--- config.mk ---
export PLATFORM = sky130hd
export DESIGN_NAME = inst_fetch_queue
export DESIGN_NICKNAME = d
export VERILOG_FILES = /design/src/rtl/inst_fetch_queue.sv
export SDC_FILE = /design/constraint.sdc
export NUM_CORES = 1
export LEC_CHECK = 0
export ABC_CLOCK_PERIOD_IN_PS = 4900
export CAP_MARGIN = 20
export CELL_PAD_IN_SITES_DETAIL_PLACEMENT = 0
export CELL_PAD_IN_SITES_GLOBAL_PLACEMENT = 1
export CORE_ASPECT_RATIO = 1.5
export CORE_MARGIN = 1
export CORE_UTILIZATION = 46
export CTS_BUF_LIST = sky130_fd_sc_hd__clkbuf_16
export CTS_CLUSTER_DIAMETER = 50
export DETAILED_ROUTE_END_ITERATION = 16
export PLACE_DENSITY = 0.78
export SLEW_MARGIN = 20
export SYNTH_ARGS = -nofsm -noshare
export SYNTH_HDL_FRONTEND = slang
export SYNTH_SLANG_ARGS = --single-unit
--- constraint.sdc ---
create_clock -name clk -period 4.9 [get_ports clk]
set_input_delay 0.98 -clock clk [delete_from_list [all_inputs] [get_ports clk]]
set_output_delay 0.98 -clock clk [all_outputs]
set_load 0.005 [all_outputs]
--- src/rtl/inst_fetch_queue.sv ---
// -----------------------------------------------------------------------------
// inst_fetch_queue
//
// Decoupling FIFO between the instruction fetch stage and the decode stage.
// It buffers {pc, inst, misalign} entries so that fetch and decode can stall
// independently. A redirect (flush) discards every buffered entry in the
// flush cycle itself. There is no bypass path, so a pushed entry reaches the
// head one cycle after the push.
//
// Parameters
//   DEPTH     number of entries (power of two, >= 2)
//   RESET_PC  value shown on out_pc while the queue is empty
//
// Ports
//   clk           single clock, rising edge
//   rst           synchronous reset, active-high (same effect as flush)
//   flush         redirect; empties the queue, blocks push/pop this cycle
//   in_valid      fetch presents an entry
//   in_ready      queue accepts an entry this cycle
//   in_pc         PC of the fetched instruction
//   in_inst       fetched instruction word
//   out_valid     head entry available to decode
//   out_ready     decode consumes the head this cycle
//   out_pc        PC of the head entry (RESET_PC when empty)
//   out_snpc      out_pc + 4, modulo 2^32
//   out_inst      head instruction word (nop when empty)
//   out_misalign  head entry was fetched from a non-word-aligned PC
//   count         current occupancy, 0..DEPTH
// -----------------------------------------------------------------------------
module inst_fetch_queue #(
  parameter int unsigned DEPTH    = 4,
  parameter logic [31:0] RESET_PC = 32'h8000_0000
) (
  input  logic                     clk,
  input  logic                     rst,
  input  logic                     flush,
  input  logic                     in_valid,
  output logic                     in_ready,
  input  logic [31:0]              in_pc,
  input  logic [31:0]              in_inst,
  output logic                     out_valid,
  input  logic                     out_ready,
  output logic [31:0]              out_pc,
  output logic [31:0]              out_snpc,
  output logic [31:0]              out_inst,
  output logic                     out_misalign,
  output logic [$clog2(DEPTH):0]   count
);

  localparam int unsigned   AW         = $clog2(DEPTH);
  localparam int unsigned   CW         = AW + 1;
  localparam logic [CW-1:0] FULL_COUNT = CW'(DEPTH);
  localparam logic [31:0]   NOP_INST   = 32'h0000_0013;

  // A fetch address is misaligned when it is not on a 4-byte boundary.
  function automatic logic pc_misaligned(input logic [31:0] pc);
    return |pc[1:0];
  endfunction

  // Entry storage. Never cleared: every output is gated by the occupancy.
  logic [31:0]   pc_mem_q   [DEPTH];
  logic [31:0]   inst_mem_q [DEPTH];
  logic          mis_mem_q  [DEPTH];

  logic [AW-1:0] wr_ptr_q, wr_ptr_d;
  logic [AW-1:0] rd_ptr_q, rd_ptr_d;
  logic [CW-1:0] count_q,  count_d;

  logic          push;
  logic          pop;

  // Handshakes: reset and flush block both sides in the same cycle; a full
  // queue never accepts, even if the head is being popped this cycle.
  always_comb begin
    in_ready  = !rst && !flush && (count_q < FULL_COUNT);
    out_valid = !rst && !flush && (count_q != {CW{1'b0}});
    push      = in_valid && in_ready;
    pop       = out_valid && out_ready;
  end

  // Next-state for pointers and occupancy; reset and flush both empty the queue.
  always_comb begin
    wr_ptr_d = wr_ptr_q;
    rd_ptr_d = rd_ptr_q;
    count_d  = count_q;
    if (rst || flush) begin
      wr_ptr_d = {AW{1'b0}};
      rd_ptr_d = {AW{1'b0}};
      count_d  = {CW{1'b0}};
    end else begin
      // Pointers are AW bits wide, so the increment wraps modulo DEPTH.
      if (push) begin
        wr_ptr_d = wr_ptr_q + AW'(1);
      end else begin
        wr_ptr_d = wr_ptr_q;
      end
      if (pop) begin
        rd_ptr_d = rd_ptr_q + AW'(1);
      end else begin
        rd_ptr_d = rd_ptr_q;
      end
      case ({push, pop})
        2'b10:   count_d = count_q + CW'(1);
        2'b01:   count_d = count_q - CW'(1);
        default: count_d = count_q;
      endcase
    end
  end

  // State register for pointers and occupancy.
  always_ff @(posedge clk) begin
    if (rst) begin
      wr_ptr_q <= {AW{1'b0}};
      rd_ptr_q <= {AW{1'b0}};
      count_q  <= {CW{1'b0}};
    end else begin
      wr_ptr_q <= wr_ptr_d;
      rd_ptr_q <= rd_ptr_d;
      count_q  <= count_d;
    end
  end

  // Entry write port; push is already suppressed during reset and flush.
  always_ff @(posedge clk) begin
    if (push) begin
      pc_mem_q[wr_ptr_q]   <= in_pc;
      inst_mem_q[wr_ptr_q] <= in_inst;
      mis_mem_q[wr_ptr_q]  <= pc_misaligned(in_pc);
    end
  end

  // Head view: read straight from storage, or the idle values when empty.
  // The head only moves on a pop, so data holds while decode stalls.
  always_comb begin
    out_pc       = RESET_PC;
    out_inst     = NOP_INST;
    out_misalign = 1'b0;
    if (count_q != {CW{1'b0}}) begin
      out_pc       = pc_mem_q[rd_ptr_q];
      out_inst     = inst_mem_q[rd_ptr_q];
      out_misalign = mis_mem_q[rd_ptr_q];
    end else begin
      out_pc       = RESET_PC;
      out_inst     = NOP_INST;
      out_misalign = 1'b0;
    end
    out_snpc = out_pc + 32'd4;
    count    = count_q;
  end

endmodule
After elaboration in Yosys (flattened, before gate mapping)
Memories as Yosys holds them, arrays and structs flattened. A register that Yosys moved wholly into a read port is not among the register bits.
Index checks and enable logic that the tools add are counted.
Widths: inputs -> output; s select.
- register bits after elaboration: 7
- RAM bits: 260
- input bits: 69
- output and inout bits: 102
- word-level logic and storage cells: 38
- memories: 3
- add/subtract/negate cells: 5
- $lt $le $gt $ge: 1
- equal/unequal tests: 2
- multiplexer cells: 12
- reduce and logical (&&, ||, !) cells: 12
- memory list (name ; words ; bits a word ; rd ports ; clocked after memory_dff ; wr ports ; RTL line ; source):
    inst_mem_q ; 4 ; 32 ; 1 ; 1 ; 1 ; 62 ; logic [31:0] inst_mem_q [DEPTH];
    pc_mem_q ; 4 ; 32 ; 1 ; 1 ; 1 ; 61 ; logic [31:0] pc_mem_q [DEPTH];
    mis_mem_q ; 4 ; 1 ; 1 ; 1 ; 1 ; 63 ; logic mis_mem_q [DEPTH];
- operators with widths (cell ; number):
    $mux 32 ; 2
    $add 32x3->32 const B ; 1
    $mux 2 ; 6
    $pmux 3 s2 ; 1
    $logic_and 1x1->1 ; 5
    $add 2x1->2 const B ; 2
    $reduce_or 2->1 ; 2
    $add 3x1->3 const B ; 1
    $lt 3x3->1 const B ; 1
    $mux 1 ; 3
    $reduce_bool 3->1 ; 1
    $sub 3x1->3 const B ; 1
    $eq 2x1->1 const B ; 1
    $eq 2x2->1 const B ; 1
    $logic_not 1->1 ; 2
    $reduce_bool 2->1 ; 1
    $logic_or 1x1->1 ; 1

Logic depth before layout (Yosys ltp)
Gate-level depths: netlist of the first run.
- depth after elaboration: 6
- mapped depth: 12
- depth with buffers taken out: 10

Worst setup path before layout of the first run
Ideal clock, no wire load.
- path kind: reg-to-output
- start: register count_q[0] (netlist: count[0])
- end: output out_snpc[30]
- arrival: 3.131 ns
- data required time: 3.920 ns
- setup slack: 0.789 ns
- cell stages (with the launch flop): 13
- buffers on the path: 4
- cell sequence: dfxtp_1 -> or3_2 -> clkdlybuf4s50_2 -> clkbuf_1 -> clkbuf_1 -> nand2_1 -> inv_1 -> ha_1 -> nand3_4 -> or4_1 -> buf_2 -> nor4_2 -> xor2_1
- word-level cells in the longest chain between the ends: 3
- RTL lines (item ; RTL line ; source):
    start, declared ; 67 ; logic [CW-1:0] count_q, count_d;
    start signal, assigned ; 115 ; count_q <= {CW{1'b0}};
    start signal, assigned ; 119 ; count_q <= count_d;
    $reduce_bool 3->1 ; 138 ; if (count_q != {CW{1'b0}}) begin
    $mux 32 ; 138 ;
    named net out_pc[2] ; 43 ; output logic [31:0] out_pc,
    $add 32x3->32 ; 147 ; out_snpc = out_pc + 32'd4;
    end, declared ; 44 ; output logic [31:0] out_snpc,
The timed path passes the listed nets, and every way through them passes these cells.

Final worst setup path of the first run
- start: register count_q[0] (netlist: count[0])
- end: output out_snpc[30]
- word-level cells in the longest chain between the ends: 3
- RTL lines (item ; RTL line):
    $reduce_bool 3->1 ; 138
    $mux 32 ; 138
    $add 32x3->32 ; 147
No other way between the ends.

==> summary by stage, run 1 <==
Worst setup path
The element type at the critical path start is a flop. The worst register-to-register path has a depth of 9. The worst setup path is of the reg -> out kind. The worst path required time is 3.92 ns.

The worst register-to-register path begins at count[0]$_SDFFE_PP0P_. The setup check on the worst reg-to-reg path leaves a slack of 2.63 ns. In this run the worst setup path begins at count[0]$_SDFFE_PP0P_.

The data arrival time at the worst-slack endpoint is 3.69 ns. The maximum fanout count along the critical path is 18. The capturing element type of the critical path is a primary output. The capturing instance or port of the critical path is out_snpc[30]. The worst register-to-register path ends at count[2]$_SDFFE_PP0P_.

Clock tree
The CTS tree is built. The number of buffers inserted during clock tree synthesis is 24. After clock tree synthesis, the clock-pin slew on the worst setup and hold paths is 0.06 ns.

In this run the number of H-tree levels came out at 1. The insertion delay to the later sink of the worst-skew pair is 0.52 ns. CTS placed an instance of clkbuf_16 at the clock tree root. The number of buffers on the longest clock path is 3. Counting every sink on the clock net gives 269.

Synth
The area share of the largest cell type after synthesis is 70.2%. The sequential share of the synthesized area is 71.9%. The predominant post-synthesis flop cell is edfxtp_1. The biggest area consumer among synthesized cells is edfxtp_1.

The number of nets in the synthesized netlist is 662. After technology mapping, the gate count stands at 586. In this run, synthesis produced a sequential element count of 269. For this run, asynchronously set or reset flops after synthesis account for 0%. The number of distinct standard cells referenced by the synthesized netlist is 44. Yosys printed 0 warnings. Yosys mapped a number of flops with a built-in enable equal to 260.

Yosys attributes the largest share of cell area to edfxtp_1, mux4_2, and2_1. The area of the mapped netlist is 0.0111 sq mm. The post-synthesis area per instance is 19.0 sq um.

STA
The tightest hold path in the finished design has a slack of 0.534 ns. The final setup TNS is 0 ns. For the pin with the worst max-slew slack, the measured transition is 1.08 ns. The final hold violation count is 0. The clock skew is 0.00668 ns. The normalized max-slew margin is 28.0%. Derived from the worst setup path, the maximum achievable clock frequency is 214 MHz. Setup repair after global routing left no endpoint under its margin. The max-slew violation total from the final report is 0.

The smallest clock period supported by the final layout is computed as 4.67 ns. The final critical path takes up 95.3% of the cycle. Setup violations remaining at the end of the flow were counted as 0.

Detailed routing
In the routed design, unresolved DRC markers number 0. The via density per instance is 5.35. Summing over every cut layer, the via total after detailed routing is 5880. Summed over all layers, the routed wires come to 22800 um. The starting DRC count in detailed routing is 353. The detail route stage leaves a number of antenna-violating nets equal to 0. The first detailed-routing pass ran for 6 iterations.

The detailed-route wire length per cell is 20.8 um.

Die
For this configuration, the core starts out at a cell density of 46.8%. The floorplan step set the die height to 192 um. The core area is 0.0237 sq mm. The number of top-level pins is 171. The number of rows created at floorplan is 69. The die covers 0.0248 sq mm. From left edge to right edge, the die measures 129 um.

Final layout
In the final layout, flip-flops and latches occupy 0.00800 sq mm. 0 antenna diodes ended up in the layout. The number of nets in the layout is 839.

The area of combinational cells with multiple inputs is 0.00295 sq mm. The fraction of final layout cells sized beyond drive strength 1 is 15.4%. The growth of design area from synthesis to finish is 25.7%.

The final core utilization is 58.8%. After filler insertion, the fill cell instance count of the layout stands at 1788.

GRT
The maximum number of pins on one net before global-route repair is 66. Across every metal layer, demand over resource in global routing totals 18.9%. The number of antenna violations at the first check in global routing is 3. For this run the aggregate overflow at the end of global routing stands at 0. The number of global-route vias before repair came to 6266. The first-pass GRT wire length is 34800 um.

Hold path
The worst hold path begins at rd_ptr_q[1]$_SDFFE_PP0P_. The min-delay analysis places its worst path in the category reg -> reg.

Placement
Detailed placement finished with a half-perimeter wire length of 14600 um. The count of buffers added on input and output ports is 170. The congestion estimate from routability-driven global placement came to 0.766.

Power and ir drop
Dividing total power by cell area gives a power density of 329 mW/mm^2. Summed over all cells, the static leakage comes to 4.46 nW. The power consumption is 4.60 mW.

Across the VDD grid, the largest voltage drop is 0.000321 V.

Run
The number of maximum-capacitance violations is 0.

Status
The run finished with clean final reports.
## final cells by class
class                      instances  share of cell area [%]
multi-input combinational        279                    21.1
clock buffer                      25                    4.48
timing repair buffer             179                    12.9
clock inverter                    19                    1.21
inverter                          10                   0.269
tap                              319                    2.86
sequential                       269                    57.2
## how the worst min path moves through the flow
| stage | cells past startpoint | to | slack, ns |
|---|---|---|---|
| after CTS | 2 | rd_ptr_q[1]$_SDFFE_PP0P_ | 0.54 |
| after global placement | 2 | flop | 0.50 |
| final | 2 | rd_ptr_q[1]$_SDFFE_PP0P_ | 0.53 |
| after floorplan | 2 | flop | 0.48 |
| after detailed placement | 2 | flop | 0.52 |
| after global routing | 2 | rd_ptr_q[1]$_SDFFE_PP0P_ | 0.58 |
## Yosys cell counts (all sizes together), types with 8 or more instances
| cell | instances |
|---|---|
| edfxtp | 260 |
| and2 | 64 |
| mux4 | 64 |
| nand2 | 24 |
| buf | 19 |
| nor2 | 18 |
| xor2 | 18 |
| xnor2 | 13 |
| nand3 | 12 |
| inv | 10 |
| dfxtp | 9 |
| and3 | 8 |
| clkbuf | 8 |
| nor3 | 8 |
## worst max-delay path, stage by stage (launching register included)
cell and delay, ns:
dfxtp_1 0.42, or3_2 0.35, buf_4 0.29, and2_1 0.21
nand3_4 0.13, or4_1 0.73, nor4_2 0.33, xor2_1 0.19
clkdlybuf4s50_1 0.52
## per-stage QoR
stage	setup WS [ns]	std cells	area, sq um
3_3_place_gp	0.553	1054	13100
5_1_grt	0.0288	1100	14000
2_1_floorplan	0.789	586	11100
6_report	0.228	1100	14000
3_5_place_dp	0.520	1054	13100
4_1_cts	0.000437	1098	13900
## layer usage
layer | routed length (um) | GRT usage [%] | vias to the layer above
met3 | 1280 | 3.85 | 44
met5 | 36 | 0 | -
met4 | 538 | 6.24 | 6
met2 | 12200 | 34.8 | 173
met1 | 8750 | 21.9 | 2988
li1 | - | - | 2669
## cells by family (layout without fill, tap and decap cells)
logic type / after synthesis / after routing / synth area share (%)
compound gates: 15 / 15 / 0.833
simple gates: 155 / 155 / 8.05
flops: 269 / 269 / 71.9
buf+inv: 38 / 233 / 1.85
mux: 71 / 71 / 14.1
xor+xnor: 31 / 31 / 2.44
fa+ha+maj: 7 / 7 / 0.855
## where the power goes
group / total [mW] / internal [mW] / switching (mW)
registers: 2.55 / 2.54 / 0.00541
logic: 0.172 / 0.0968 / 0.0750
clock network: 1.88 / 1.08 / 0.796
total: 4.60 / 3.72 / 0.876
## registers in the layout (all words and copies together) (netlist names), named ones only
name / count
pc_mem_q: 128
inst_mem_q: 128
rd_ptr_q: 2
mis_mem_q: 4
wr_ptr_q: 2
count: 3
## layout by cell type (no fill, tap or decap), types with 2 or more instances in the layout
cell type          n
mux2i_1            5
clkdlybuf4s50_1  170
a21oi_1            3
xor2_1            18
bufinv_16          3
clkbuf_16         25
mux4_2            49
ha_1               6
nor4_1             2
clkinvlp_4         2
dfxtp_1            7
o211ai_1           5
nand2_1           24
clkinv_1           4
and3_1             3
edfxtp_1         260
and3_4             5
or3_1              3
or2_2              6
dfxtp_4            2
buf_6              2
nand4_1            2
and2_1            60
inv_1             14
nor3_1             7
buf_4              6
clkinv_2           5
o21ai_0            5
mux2_2             2
nor2_1            18
and2_2             3
or3_2              2
xnor2_1           13
nand3_1           11
mux4_1            14
## what timing repair did
item / 4_1_cts / 5_1_grt
setup endpoints to repair: 2 / 4
gates resized for setup: 1 / 0
setup buffers: 0 / 2
pin swaps: 0 / 0
hold endpoints to repair: 0 / 0
cloned: 0 / 0
hold buffers: 0 / 0
Power figures use the tool's default switching activity.
==> inputs of run 2 (changes only) <==
--- a/config.mk
+++ b/config.mk
@@ -16,7 +16,8 @@
 export CTS_CLUSTER_DIAMETER = 50
 export DETAILED_ROUTE_END_ITERATION = 16
 export PLACE_DENSITY = 0.78
-export SLEW_MARGIN = 20
+export RECOVER_POWER = 100
+export REMOVE_ABC_BUFFERS = 1
 export SYNTH_ARGS = -nofsm -noshare
 export SYNTH_HDL_FRONTEND = slang
 export SYNTH_SLANG_ARGS = --single-unit
==> run 2 against run 1 <==
The run now ends with max-capacitance violations, max-slew violations left. Largest cell class unchanged. Clock power is 6% higher. Maximum frequency increased by 0.71%. Highest routed layer unchanged. Global-route usage is 0.60 points higher. Clock skew up 0.0063 ns. Setup slack better by 0.033 ns.
==> summary by stage, run 2 (synthesized netlist as in run 1, its figures left out) <==
Status
The run finished, with violations left. The checks that failed: max-capacitance violations, max-slew violations.

GRT
The number of global-route vias before repair is 6421. The all-layer global routing usage is 19.5%. The number of antenna violations at the first check in global routing is 4. The maximum number of pins on one net before global-route repair is 66.

The first global-routing pass estimated 35800 um of wire. After global routing the overflow that remains totals 0.

Clock tree
Counting the buffers created by CTS gives 25. The insertion delay to the later sink of the worst-skew pair is 0.52 ns. The number of H-tree levels is 1.

The post-CTS clock slew at the launch and capture registers of the worst setup and hold paths is 0.07 ns. TritonCTS built the clock tree. The number of buffers on the longest clock path is 3. The number of buffers inserted for hold repair after clock tree synthesis is 0. The root buffer cell chosen for the clock tree is clkbuf_16. The number of clock sinks is 269.

Final layout
The leading cell type in the layout, fill and taps excluded is edfxtp_1. The largest registers in the layout are inst_mem_q: 128 flops, pc_mem_q: 128 flops, mis_mem_q: 4 flops. The area growth from synthesis to layout is 26.8%. The fraction of final layout cells sized beyond drive strength 1 is 16.3%. The count of fill cells added during filler insertion is 1757. In the layout the commonest cells are edfxtp_1, dlygate4sd3_1, clkdlybuf4s50_1. The number of nets in the layout is 853.

The finished layout holds 1117 standard cells, fillers aside.

Detailed routing
For this block, the initial DRC count from the detailed router was 252. Wires add up to 23900 um. The number of routed nets with antenna violations is 0. The number of vias after detailed routing is 5914.

The pre-antenna-repair detailed-routing pass consisted of 5 iterations. The detailed-route wire length per cell is 21.4 um. In the routed design, unresolved DRC markers number 0. The via density per instance is 5.29.

STA
The final critical-path required period is 4.64 ns. The max-slew violation total from the final report was 193. The clock skew is 0.0129 ns. The final hold violation count came to 0.

Dividing the final minimum period by the clock period gives 94.7%. The worst pin sits at a relative slew slack of -20.5%. Setup repair after global routing left no endpoint under its margin.

The transition time of the tightest slew-check pin is 1.81 ns. Final hold analysis gives a worst-case slack of 0.532 ns. Setup violations remaining at the end of the flow were counted as 0. The achievable frequency is 216 MHz.

Power and ir drop
VDD sags by at most 0.000314 V. In this run the power density over the cells is 334 mW/mm^2. The static leakage is 4.67 nW.

Worst setup path
The worst setup path is captured at a primary output. The number of cells on the worst reg-to-reg path is 3. In this run the critical register-to-register path is launched from count[2]$_SDFFE_PP0P_. The worst-path cell with the longest stage delay is or4_1. The data arrival time at the worst-slack endpoint is 3.66 ns. Traced cell by cell, the critical path runs through buf_12, mux4_2, and2_2, nand4_4, or4_1, nor3_1, xor2_1, dlygate4sd3_1. The critical path is of the reg -> out type.

The element type at the critical path start is a flop. The maximum fanout count along the critical path is 37. The worst path required time is 3.92 ns. On the worst path, the slowest cell contributes a delay of 0.70 ns.

Run
The number of maximum-capacitance violations is 4.

Die
The core area is 0.0237 sq mm. The initial utilization of the core area, before any placement, comes to 46.8%. Row generation in the floorplan step produced 69 rows. The width of the die is 129 um. The overall die area is 0.0248 sq mm. From bottom edge to top edge, the die measures 192 um.

For this design the top-level I/O count stands at 171.

Hold path
The hold path depth is 2. In this run the worst hold path is classified as reg -> reg. The critical hold path startpoint is rd_ptr_q[1]$_SDFFE_PP0P_.

Placement
The count of port buffers added during placement is 170. The estimated wirelength of the detail-placed design is 15600 um. In this run, placement finished with an instance count of 1060. The global placement routability congestion is 0.788.
[run 2: changes by cell type in the layout (fill, tap and decap cells not counted), moves of 3 or more]
cell             previous run  this run
clkinv_2                    5         2
and2_1                     60        23
clkbuf_2                    0         4
clkbuf_1                    0         3
and3_1                      3         6
and3_4                      5         0
dlygate4sd3_1               0       120
clkdlybuf4s50_1           170        50
buf_4                       6        13
clkinvlp_4                  2         6
and2_0                      1        38
[run 2: worst max-delay path: cells and delay by family (launching register included)]
| family | cells | cell delay [ns] |
|---|---|---|
| and+or+nand+nor | 4 | 1.28 |
| xor gates and xnor gates | 1 | 0.16 |
| buffers and inverters | 2 | 0.90 |
| muxes | 1 | 0.28 |
| DFF | 1 | 0.49 |
[run 2: layout make-up]
class | count | area [sq um] | area share [%]
Multi-Input combinational cell | 279 | 2920 | 20.7
Sequential cell | 269 | 8000 | 56.7
Clock buffer | 25 | 626 | 4.44
Antenna cell | 2 | 5.00 | 0.0355
Inverter | 10 | 37.5 | 0.266
Clock inverter | 21 | 234 | 1.66
Tap cell | 319 | 399 | 2.83
Timing Repair Buffer | 192 | 1880 | 13.3
[run 2: power breakdown]
group / switching, mW / total (mW) / internal [mW]
Sequential: 0.00511 / 2.55 / 2.54
Clock: 0.845 / 2.00 / 1.16
Combinational: 0.0777 / 0.160 / 0.0826
[run 2: what timing repair did]
action / 4_1_cts / 5_1_grt
endpoints found under the setup margin: 0 / 3
resized for setup: 0 / 1
buffers inserted: 0 / 9
[run 2: layer usage]
metal	share of wire (%)	global-route usage, %
met1	38	22.2
met5	0.054	0
met3	4.9	3.35
met4	2.1	6.15
met2	55	37.0
[run 2: worst paths after layout]
check / endpoint / slack [ns]
worst max-delay path: out_snpc[28] / 0.26
worst min-delay path: flop / 0.53
worst min register to register: flop / 0.53
worst max register to register: inst_mem_q[0][13]$_DFFE_PP_ / 1.94
[run 2: metrics by stage]
stage	setup WS, ns	instance area, sq um	total power [mW]	setup TNS [ns]	utilization, %
2_1_floorplan	-0.969	10900	2.65	-12.65	-
3_3_place_gp	0.771	13200	2.76	0	55.5
3_5_place_dp	0.691	13200	2.77	0	55.5
4_1_cts	0.124	14000	4.77	0	59.2
5_1_grt	0.0717	14100	4.84	0	59.4
6_report	0.261	14100	4.71	0	59.4
==> inputs of run 3 (changes only) <==
--- a/config.mk
+++ b/config.mk
@@ -13,7 +13,6 @@
 export CORE_MARGIN = 1
 export CORE_UTILIZATION = 46
 export CTS_BUF_LIST = sky130_fd_sc_hd__clkbuf_16
-export CTS_CLUSTER_DIAMETER = 50
 export DETAILED_ROUTE_END_ITERATION = 16
 export PLACE_DENSITY = 0.78
 export RECOVER_POWER = 100
==> results of run 3 <==
Same layout as run 2: the final DEF is identical, and so are final timing and power.
==> RTL change 1 (flow settings as in run 3) <==
`DEPTH`: 4 -> 8.
--- a/src/rtl/inst_fetch_queue.sv
+++ b/src/rtl/inst_fetch_queue.sv
@@ -30,3 +30,3 @@
 module inst_fetch_queue #(
-  parameter int unsigned DEPTH    = 4,
+  parameter int unsigned DEPTH    = 8,
   parameter logic [31:0] RESET_PC = 32'h8000_0000
Interface: changed (resized count); port bits go from 171 to 172. No check against the original RTL was run, so the function may have changed too.
==> RTL change 1 against run 3 <==
The flow still finishes with violations (capacitance limit, slew limit); sequential power up 97%; sequential cell count grew 264; cell area grew 79%; largest power group unchanged; global-route usage grew 0.088 points; sequential share of layout area up 6.3 points; synthesized cell count rose by 87%; wire length up 91%; area after synthesis grew 91%; register-to-register slack got worse by 0.78 ns; via count up 81%; power up 87%; worst setup slack got worse by 0.047 ns; critical path depth grew 2.
==> RTL change 1: results (changes against run 3) <==
status: finished, violations left (unchanged)
violated checks: capacitance limit, slew limit (unchanged)
htree depth: 2 (was 1)
Cell Area, Placed: 23700 sq um (was 13200 sq um)
multi-input combinational area share: 0.199 (was 0.207)
final slew viol count: 94 (was 193)
first-pass GRT wire length: 67600 um (was 35800 um)
Post-layout nets: 1374 (was 853)
number of vias per cell: 5.56 (was 5.29)
Worst-Skew Late Latency: 0.56 ns (was 0.52 ns)
1st-iter DRT viols: 740 (was 252)
nonclk inv count: 16 (was 10)
VDD IR max: 0.253 mV (was 0.314 mV)
largest registers: inst_mem_q: 256 flops, pc_mem_q: 256 flops, mis_mem_q: 8 flops (was inst_mem_q: 128 flops, pc_mem_q: 128 flops, mis_mem_q: 4 flops)
Clock buffer cells: 47 (was 25)
R2R cell count: 11 (was 3)
top cells by count, synth: edfxtp_1 (520), mux2i_1 (128), mux4_2 (81) (was edfxtp_1 (260), and2_1 (60), mux4_2 (49))
Worst Tran Pin Value: 1.89 ns (was 1.81 ns)
maxcap violations: 3 (was 4)
Data buffer area share: 0.0796 (was 0.133)
met1 Usage GRT: 0.243 (was 0.222)
combinational fraction of design power: 0.023 (was 0.034)
library cells used by synthesis: 47 (was 44)
fraction of area in registers: 0.631 (was 0.567)
# diodes: 5 (was 2)
routed via count: 10700 (was 5914)
Fillers: 3507 (was 1757)
multi-input logic cell count: 490 (was 279)
fraction of layout cells with a size suffix above 1: 0.161 (was 0.163)
final worst slack: 0.215 ns (was 0.261 ns)
dpl ws: 0.402 ns (was 0.691 ns)
Global Route met2 Usage: 0.347 (was 0.370)
Buffers, non-clock: 213 (was 192)
met2 wire length: 24100 um (was 13100 um)
Logic power comb: 200 uW (was 160 uW)
RR Startpoint: count[0]$_SDFFE_PP0P_ (was count[2]$_SDFFE_PP0P_)
Clock net power: 3590 uW (was 2000 uW)
Avg WL per Cell: 23.7 um (was 21.4 um)
top post-synthesis cells by area: edfxtp_1 (74%), mux4_2 (8.6%), mux2i_1 (6.0%), dfxtp_1 (1.2%), nor2_1 (1.2%) (was edfxtp_1 (70%), mux4_2 (9.9%), and2_1 (3.4%), mux4_1 (3.3%), dfxtp_1 (1.6%))
met3 Track Usage GR: 0.0313 (was 0.0335)
sequential area share after synthesis: 0.747 (was 0.719)
setup bufs post-CTS: 1 (was 0)
crit-path max FO: 8 (was 37)
RePlAce Congestion: 0.762 (was 0.788)
==> RTL change 1: cell types whose count changed in the layout (fill, tap and decap cells not counted), moves of 12 or more <==
cell       change
a22oi_1       +25
and2_0        -36
and2_1        -22
clkbuf_16     +21
edfxtp_1     +260
inv_1         +13
mux2i_1      +122
mux4_2        +32
nand2_1       +25
nor2_1        +43
xnor2_1       +12
==> RTL change 1: cell families (layout without fill, tap and decap cells) <==
kind of cell               count (synthesis)  count (layout)  share of synthesized area
xor gates and xnor gates                  35              35                     0.0144
and+or+nand+nor                          189             189                     0.0448
buffers and inverters                     74             310                     0.0207
adders and majority gates                  6               6                    0.00353
DFF                                      533             533                      0.747
other                                      0               5                          0
muxes                                    216             216                      0.155
AOI/OAI and AO/OA                         44              44                     0.0144
==> RTL change 2 (flow settings as in run 3) <==
Made on the original files. Reset style: asynchronous (`rst`), changed in one clocked block. Comments in the files are not updated.
--- a/src/rtl/inst_fetch_queue.sv
+++ b/src/rtl/inst_fetch_queue.sv
@@ -110,3 +110,3 @@
   // State register for pointers and occupancy.
-  always_ff @(posedge clk) begin
+  always_ff @(posedge clk or posedge rst) begin
     if (rst) begin
Formal check against the unedited RTL: differs if rst is asserted again (counterexample within 4 cycles, from zero or initial values and one cycle with rst high); with rst held inactive, the same outputs for 4 cycles.
==> RTL change 2 against run 3 <==
The flow still finishes with violations (capacitance limit, slew limit); area after synthesis down 0.18%; cell area fell by 1.3%; sequential cell count shrank 2; critical path depth shrank 1; sequential power about the same; power fell by 2.7%; worst setup slack improved by 0.031 ns; wire length shrank 6.3%; clock power shrank 7%; largest power group unchanged.
==> RTL change 2: results (changes against run 3) <==
status: finished, violations left (unchanged)
violated checks: capacitance limit, slew limit (unchanged)
top cells by count, synth: edfxtp_1 (260), and2_1 (57), mux4_2 (48) (was edfxtp_1 (260), and2_1 (60), mux4_2 (49))
library cells used by synthesis: 45 (was 44)
met3 Track Usage GR: 0.0281 (was 0.0335)
largest net degree at the start of global routing: 66 (unchanged)
first-pass GRT wire length: 33600 um (was 35800 um)
maxcap violations: 4 (unchanged)
initial antenna violation count: 5 (was 4)
Setup Skew: 0.0144 ns (was 0.0129 ns)
Global Route met2 Usage: 0.341 (was 0.370)
met1 Usage GRT: 0.212 (was 0.222)
Cell Area, Placed: 13100 sq um (was 13200 sq um)
CTS buffer count: 25 (unchanged)
fraction of registers with async set/reset: 0.0262 (was 0)
VDD IR max: 0.310 mV (was 0.314 mV)
routed via count: 5769 (was 5914)
top post-synthesis cells by area: edfxtp_1 (70%), mux4_2 (9.7%), mux4_1 (4.0%), and2_1 (3.2%), dfrtp_1 (1.6%) (was edfxtp_1 (70%), mux4_2 (9.9%), and2_1 (3.4%), mux4_1 (3.3%), dfxtp_1 (1.6%))
Routed WL: 22400 um (was 23900 um)
Post-Synth XOR/XNOR Area: 0.0260 (was 0.0244)
Post-layout nets: 823 (was 853)
syn avg cell area: 19.2 sq um (was 19.0 sq um)
Leak: 0.00468 uW (was 0.00467 uW)
clock share of power: 0.405 (was 0.425)
post-synthesis mux area share: 0.143 (was 0.141)
Clock net power: 1850 uW (was 2000 uW)
Worst-Skew Late Latency: 0.52 ns (about the same)
sequential area share after synthesis: 0.719 (about the same)
top_reg_cell synth: edfxtp_1 (unchanged)
Clock Tree Buf Depth: 3 (unchanged)
GRT Overall Usage: 0.183 (was 0.195)
vias in the first global route: 6105 (was 6421)
crit path DAT: 3.63 ns (was 3.66 ns)
Adder-Cell Fraction of Synth Area: 0.00744 (was 0.00855)
internal power: 3710 uW (was 3780 uW)
dpl ws: 0.601 ns (was 0.691 ns)
dpl cells: 1038 (was 1060)
Logic power comb: 187 uW (was 160 uW)
I/O Buffers: 170 (unchanged)
hpwl dp: 14100 um (was 15600 um)
largest registers: inst_mem_q: 128 flops, pc_mem_q: 128 flops, mis_mem_q: 4 flops (unchanged)
crit-path max FO: 16 (was 37)
number of vias per cell: 5.32 (was 5.29)
final slew viol count: 264 (was 193)
Compound-Gate Fraction of Synth Area: 0.00462 (was 0.00833)
synthesis warning total: 0 (unchanged)
clk slew on worst S/H paths: 0.06 ns
slew margin rel.: -0.190 (was -0.205)
fraction of layout cells with a size suffix above 1: 0.144 (was 0.163)
number of flops mapped to enable cells by yosys: 260 (unchanged)
RePlAce Congestion: 0.756 (was 0.788)
1st-iter DRT viols: 322 (was 252)
TritonRoute pass-1 iters: 4 (was 5)
==> RTL change 2: final timing paths <==
check | startpoint | end | slack (ns) | cells past startpoint
min in group asynchronous | rst | count[1]$_DFFE_PP0P_ | 0.87 | 2
worst max-delay path | rd_ptr_q[0]$_DFFE_PP0P_ | out_snpc[31] | 0.29 | 7
worst min register to register | wr_ptr_q[0]$_DFFE_PP0P_ | wr_ptr_q[0]$_DFFE_PP0P_ | 0.64 | 2
max in group asynchronous | rst | rd_ptr_q[1]$_DFFE_PP0P_ | 3.79 | 2
worst max register to register | count[2]$_DFFE_PP0P_ | inst_mem_q[3][21]$_DFFE_PP_ | 1.84 | 3
worst min-delay path | wr_ptr_q[0]$_DFFE_PP0P_ | wr_ptr_q[0]$_DFFE_PP0P_ | 0.64 | 2
==> RTL change 2: what timing repair did <==
action,CTS,global route
endpoints found under the hold margin,0,0
buffers inserted,0,2
resized for setup,0,1
setup endpoints to repair,0,9
==> RTL change 2: layer usage <==
metal  part of all wire  up-vias
li1                   -     2607
met2               0.55      166
met3              0.047       42
met4              0.024        4
met1               0.38     2950
met5            0.00098        -
==> RTL change 2: worst max-delay path, stage by stage, from the launching register on <==
cell	delay, ns
dfrtp_4	0.62
mux4_2	0.44
nand3_1	0.17
nor4b_4	0.51
nand4_4	0.27
nor4_1	0.35
xor2_1	0.17
dlygate4sd3_1	0.57
==> RTL change 2: cell type report <==
type	instances	area [sq um]
timing repair buffer	178	1800
sequential	267	7990
fill	1803	9750
antenna	2	5.00
inverter	12	45.0
clock buffer	25	626
multi-input combinational	264	2880
tap	319	399
clock inverter	18	155
